`config.mk`:
```
export PLATFORM = sky130hd
export DESIGN_NAME = rnd_sampler
export DESIGN_NICKNAME = d
export VERILOG_FILES = /design/src/rtl/rnd_sampler.sv
export SDC_FILE = /design/constraint.sdc
export NUM_CORES = 1
export LEC_CHECK = 0
export ABC_CLOCK_PERIOD_IN_PS = 2300
export CORE_ASPECT_RATIO = 1.75
export CORE_UTILIZATION = 45
export CTS_BUF_LIST = sky130_fd_sc_hd__clkbuf_4
export CTS_CLUSTER_DIAMETER = 150
export CTS_CLUSTER_SIZE = 30
export DETAILED_ROUTE_END_ITERATION = 10
export GPL_TIMING_DRIVEN = 1
export PLACE_DENSITY = 0.74
export SYNTH_ARGS = -nofsm -noshare
export SYNTH_HDL_FRONTEND = slang
export SYNTH_SLANG_ARGS = --single-unit
```
`constraint.sdc`:
```
create_clock -name clk -period 2.3 [get_ports clk]
set_input_delay 0.69 -clock clk [delete_from_list [all_inputs] [get_ports clk]]
set_output_delay 0.69 -clock clk [all_outputs]
set_load 0.05 [all_outputs]
```
`src/rtl/rnd_sampler.sv`:
```
// Rejection sampler for the free-running random stream: returns one value in [0, RANGE).
// Out-of-range samples are retried up to MAX_TRIES times, then folded down into range.
//
// state  | meaning
// -------+-----------------------------------------------------------
// IDLE   | waiting for req; value/fallback hold the last result
// SAMPLE | examining rnd each cycle until accepted or the retry cap hits
module rnd_sampler #(
  parameter int RND_W     = 10,
  parameter int RANGE     = 600,
  parameter int MAX_TRIES = 8
) (
  input  logic             clk,
  input  logic             rst,
  input  logic [RND_W-1:0] rnd,
  input  logic             req,
  output logic             busy,
  output logic             valid,
  output logic [RND_W-1:0] value,
  output logic             fallback
);

  if (RANGE < 2**(RND_W-1) || RANGE > 2**RND_W) begin : g_bad_range
    $error("rnd_sampler: RANGE must lie in [2**(RND_W-1), 2**RND_W]");
  end

  if (MAX_TRIES < 1 || MAX_TRIES > 255) begin : g_bad_tries
    $error("rnd_sampler: MAX_TRIES must lie in [1, 255]");
  end

  // RANGE == 2**RND_W does not fit in RND_W bits; it truncates to 0 and every sample is accepted.
  localparam bit               FULL    = (RANGE == 2**RND_W);
  localparam logic [RND_W-1:0] RANGE_W = RND_W'(RANGE);
  localparam logic [7:0]       LAST    = 8'(MAX_TRIES - 1);

  typedef enum logic [0:0] {
    IDLE,
    SAMPLE
  } state_t;

  state_t           state, state_nxt;
  logic [7:0]       try_cnt, try_nxt;
  logic             busy_nxt, valid_nxt, fb_nxt;
  logic [RND_W-1:0] value_nxt;
  logic             in_range;
  logic [RND_W-1:0] fold;

  assign in_range = FULL || (rnd < RANGE_W);
  assign fold     = rnd - RANGE_W;

  always_ff @(posedge clk) begin
    if (rst) begin
      state    <= IDLE;
      try_cnt  <= '0;
      busy     <= 1'b0;
      valid    <= 1'b0;
      value    <= '0;
      fallback <= 1'b0;
    end else begin
      state    <= state_nxt;
      try_cnt  <= try_nxt;
      busy     <= busy_nxt;
      valid    <= valid_nxt;
      value    <= value_nxt;
      fallback <= fb_nxt;
    end
  end

  always_comb begin
    state_nxt = state;
    try_nxt   = try_cnt;
    busy_nxt  = busy;
    valid_nxt = 1'b0;
    value_nxt = value;
    fb_nxt    = fallback;
    case (state)
      IDLE: begin
        if (req) begin
          state_nxt = SAMPLE;
          busy_nxt  = 1'b1;
          try_nxt   = '0;
        end
      end
      SAMPLE: begin
        if (in_range) begin
          value_nxt = rnd;
          fb_nxt    = 1'b0;
          valid_nxt = 1'b1;
          busy_nxt  = 1'b0;
          state_nxt = IDLE;
        end else if (try_cnt != LAST) begin
          try_nxt = try_cnt + 8'd1;
        end else begin
          // rnd < 2**RND_W <= 2*RANGE, so the fold always lands below RANGE
          value_nxt = fold;
          fb_nxt    = 1'b1;
          valid_nxt = 1'b1;
          busy_nxt  = 1'b0;
          state_nxt = IDLE;
        end
      end
      default: begin
        state_nxt = IDLE;
        busy_nxt  = 1'b0;
      end
    endcase
  end

endmodule

```
Yosys cells after proc, flatten, opt, wreduce, memory -nomap -nowiden
Index checks and enable logic that the tools add are counted.

word-level totals
  register bits after elaboration = 22
  input port bits = 13
  output and inout port bits = 13
  word-level logic and storage cells = 38

operators by class
  add/sub/neg operators = 2
  $lt $le $gt $ge = 1
  equal/unequal tests = 6
  multiplexer cells = 18
  bitwise operators = 1
  reductions and logical operators = 4

operators with widths
  operator                  count
  $mux W8                   3
  $mux W10                  2
  $pmux W8 S2               1
  $lt A10 B10 Y1 const B    1
  $mux W1                   10
  $sub A10 B10 Y10 const B  1
  $add A8 B1 Y8 const B     1
  $ne A8 B3 Y1 const B      1
  $ne A2 B2 Y1 const B      3
  $pmux W1 S2               2
  $reduce_and A2 Y1         2
  $ne A3 B3 Y1 const B      1
  $reduce_and A3 Y1         1
  $ne A2 B1 Y1 const B      1
  $reduce_or A2 Y1          1
  $not A1 Y1                1

Logic depth before layout (Yosys ltp)
  depth after elaboration = 4
  gate-level depth with buffers = 6

Worst setup path before layout
No wires, ideal clock.

  path type = input-to-reg
  from = in rnd[8]
  to = reg value[5]
  setup time = 0.117 ns
  arrival = 1.812 ns
  path slack = 0.371 ns
  stages = 5
  buffers on the path = 1
  path through = o21ai_0 o21a_1 o22ai_1 buf_2 a22o_2

on the way
  longest elaborated chain between the ends = 3
  elaborated cells on any way between the ends = 4

ends and longest elaborated chain
  element                             line  RTL
  from (decl)                         15    input logic [RND_W-1:0] rnd,
  $lt A10 B10 Y1 (*)                  48    assign in_range = FULL || (rnd < RANGE_W);
  $ne A2 B2 Y1 (no source line)       n/a
  $reduce_and A2 Y1 (no source line)  n/a
  to (signal assigned)                64    value <= value_nxt;
  to (decl)                           19    output logic [RND_W-1:0] value,

Every way passes the cells marked *; elsewhere a longest branch is shown, timed or not.
A chain may end at the register's enable or synchronous reset.

Worst setup path in the final report
  from = reg value[7]
  to = out value[7]

No word-level cell between the ends.

==> flow_summary.ini <==
[detailed_routing]
detail_route.wl_per_cell_um = 15.8
ant_nets = 0
drc_errors = 0
drt-initial-drc-count = 35
via_count = 1082
drtPass1Iterations = 4
avgViaCountPerCell = 6.11
routed_wl_um = 2800

[logic_synthesis]
ys_warn_count = 0
synth-simple-area-share = 0.209
synth_area_leaders = dfxtp_1 42%, o211ai_1 4.3%, or4_1 4.3%
synth.top_cell.area_share = 0.422
synth_compound_area_frac = 0.293
synth_cell_types = 37
synth_top_family_by_area = compound AO/OA/AOI/OAI gates
synth_top_area_cell = dfxtp_1
syn_area_um2 = 1040
yosysSeqAreaShare = 0.422
ys_ff_latch = 22
synth_nets = 126
syn_area_per_cell_um2 = 9.40
synth_xor_area_frac = 0.00839
muxShareOfSynthArea = 0.0192
synth_fa_ha_area_frac = 0.0240
synthCells = 111

[floorplanning]
fp.dieW_um = 38.4
die_y_um = 65.7
ios = 26
design.core.area_um2 = 2150
dieArea_um2 = 2520
placementRows = 22
start_util = 0.486

[worst_setup_path]
critPathArrivalTime_ps = 1500
r2r_slack_ps = 400
slowest_stage = clkdlybuf4s50_1
endpoint_kind = output port
cp_num_buf_inv = 1
startpoint = value[7]
worst-path-max-fanout = 2
reg2reg_from = try_cnt[3]
cpPeakStageDelay_ps = 810
required_ps = 1610
path_cells = clkdlybuf4s50_1
cp-start-kind = register
cp_top_family = buffers and inverters
setup.worst_path.class = reg2out

[layout]
drive_gt1_frac = 0.183
final_cells = 177
area_growth_pct = 43.9
finalNetCount = 169
diodes = 0

[clock_network]
cts_setup_buffers = 0
cts_max_level = 1
cts_max_path_buffers = 2
cts_tree = done
cts_resized = 0
cts.sinks = 22
hold_buffers = 0
clk_pin_slew_worst_paths_ps = 130
cts-buffers-inserted = 3
clkLatencyLatePin_ps = 310
root_buffer = clkbuf_4

[placed_design]
place_congestion = 0.757
portBuffers = 25
numPlacedInstances = 173
hpwlAfterDp_um = 2150

[timing]
hold_ws_ps = 485
rsz0062_at_grt = no
hold_viol_final = 0
skew_ps = 2.01
final_max_slew_viol_count = 0
max-slew-margin-rel = 0.661
setup_viol = 0
worst_slew_pin_slew_ps = 506
period_share = 0.951
max_freq_mhz = 457
finalCriticalPeriod_ps = 2190

[power_and_ir_drop]
peakVddDrop_mv = 0.408
power.density_nw_per_um2 = 613
p_leak_uw = 0.000558

[min_path]
min-delay-start = busy
min_path_type = reg2reg

[grt]
grt_usage = 0.255
grt_antenna_before_repair = 0
grt_pass1_vias = 1045
grt-ovfl-total = 0
grt_start_max_net_pins = 14
grt_pass1_wl_um = 4580

[status]
outcome = finished, final reports clean

[flow_run]
max-cap-violations = 0
-- routing by layer --
layer	wire (um)	vias up	global-route usage
li1	-	521	-
met1	1050	506	0.255
met2	1550	47	0.470
met3	130	8	0.0439
met4	77	0	0.125
met5	0	-	0
-- logic make-up (layout without fill, tap and decap cells) --
logic type	after synthesis	in the layout
adders and majority gates	2	2
xor gates and xnor gates	1	1
AOI/OAI and AO/OA	42	42
muxes	2	2
and+or+nand+nor	36	36
buffers and inverters	6	48
DFF	22	22
-- cells in the final DEF, fill, tap and decap left out, drive strengths merged --
| cell type | netlist | final |
|---|---|---|
| xnor2 | 1 | 1 |
| nand2 | 3 | 3 |
| clkbuf | 2 | 3 |
| nand2b | 2 | 2 |
| or4 | 6 | 6 |
| a21oi | 5 | 5 |
| or2 | 1 | 1 |
| buf | 3 | 18 |
| o21a | 3 | 3 |
| a22o | 6 | 6 |
| nor2 | 4 | 4 |
| o21bai | 1 | 1 |
| nand4 | 3 | 3 |
| a32o | 1 | 1 |
| nor2b | 3 | 3 |
| a31oi | 3 | 3 |
| o21ai | 5 | 5 |
| ha | 2 | 2 |
| o211ai | 6 | 6 |
| nand3b | 2 | 2 |
| o221ai | 1 | 1 |
| clkdlybuf4s50 | 0 | 25 |
| nand3 | 6 | 6 |
| dfxtp | 22 | 22 |
| o2bb2ai | 4 | 4 |
| bufinv | 0 | 1 |
| a21boi | 3 | 3 |
| inv | 1 | 1 |
| mux2i | 2 | 2 |
| and3 | 2 | 2 |
| o31ai | 2 | 2 |
| nand4b | 2 | 2 |
| or3 | 2 | 2 |
| o22ai | 2 | 2 |
-- synthesized netlist by cell type (all sizes together) --
| library cell | n |
|---|---|
| nor2b | 3 |
| a21boi | 3 |
| nand2b | 2 |
| nor2 | 4 |
| and3 | 2 |
| or3 | 2 |
| or4 | 6 |
| o221ai | 1 |
| nand2 | 3 |
| nand4b | 2 |
| clkbuf | 2 |
| a21oi | 5 |
| o21a | 3 |
| xnor2 | 1 |
| buf | 3 |
| nand3 | 6 |
| nand4 | 3 |
| a22o | 6 |
| nand3b | 2 |
| dfxtp | 22 |
| or2 | 1 |
| a32o | 1 |
| o211ai | 6 |
| ha | 2 |
| o31ai | 2 |
| o2bb2ai | 4 |
| o22ai | 2 |
| mux2i | 2 |
| a31oi | 3 |
| o21bai | 1 |
| o21ai | 5 |
| inv | 1 |
-- path summary, 6_finish.rpt --
path | end | cells past startpoint
max reg2reg | value[5] | 4
min | busy | 1
max | value[7] | 1
min reg2reg | busy | 1
-- power breakdown --
group / leakage (uW) / internal, uW / switching (uW) / total (uW)
sequential: 0.000179 / 397 / 11.9 / 409
combinational: 0.000351 / 94.7 / 115 / 209
clock: 0.0000279 / 176 / 125 / 302
-- layout make-up --
type / count / area, um2
Multi-Input combinational cell: 83 / 577
Sequential cell: 22 / 440
Timing Repair Buffer: 43 / 398
Clock buffer: 3 / 22.5
Fill cell: 178 / 646
Inverter: 1 / 3.75
Clock inverter: 1 / 30.0
Tap cell: 24 / 30.0
-- state kept, by name, summed over array words and instances, names as in the netlist --
name / cells
state: 1
valid: 1
busy: 1
fallback: 1
try_cnt: 8
value: 10
-- per-stage QoR --
stage	total power (uW)	worst slack, ps	TNS (ps)	instance area [um2]	utilization
floorplan	524	371	0	1040	-
global route	960	58.6	0	1500	0.699
finish	920	113	0	1500	0.699
global placement	621	-73.8	-523	1450	0.675
CTS	924	99.3	0	1500	0.699
detailed placement	625	-156	-1460	1450	0.675
Note: power is estimated with default switching activity, not from simulation.
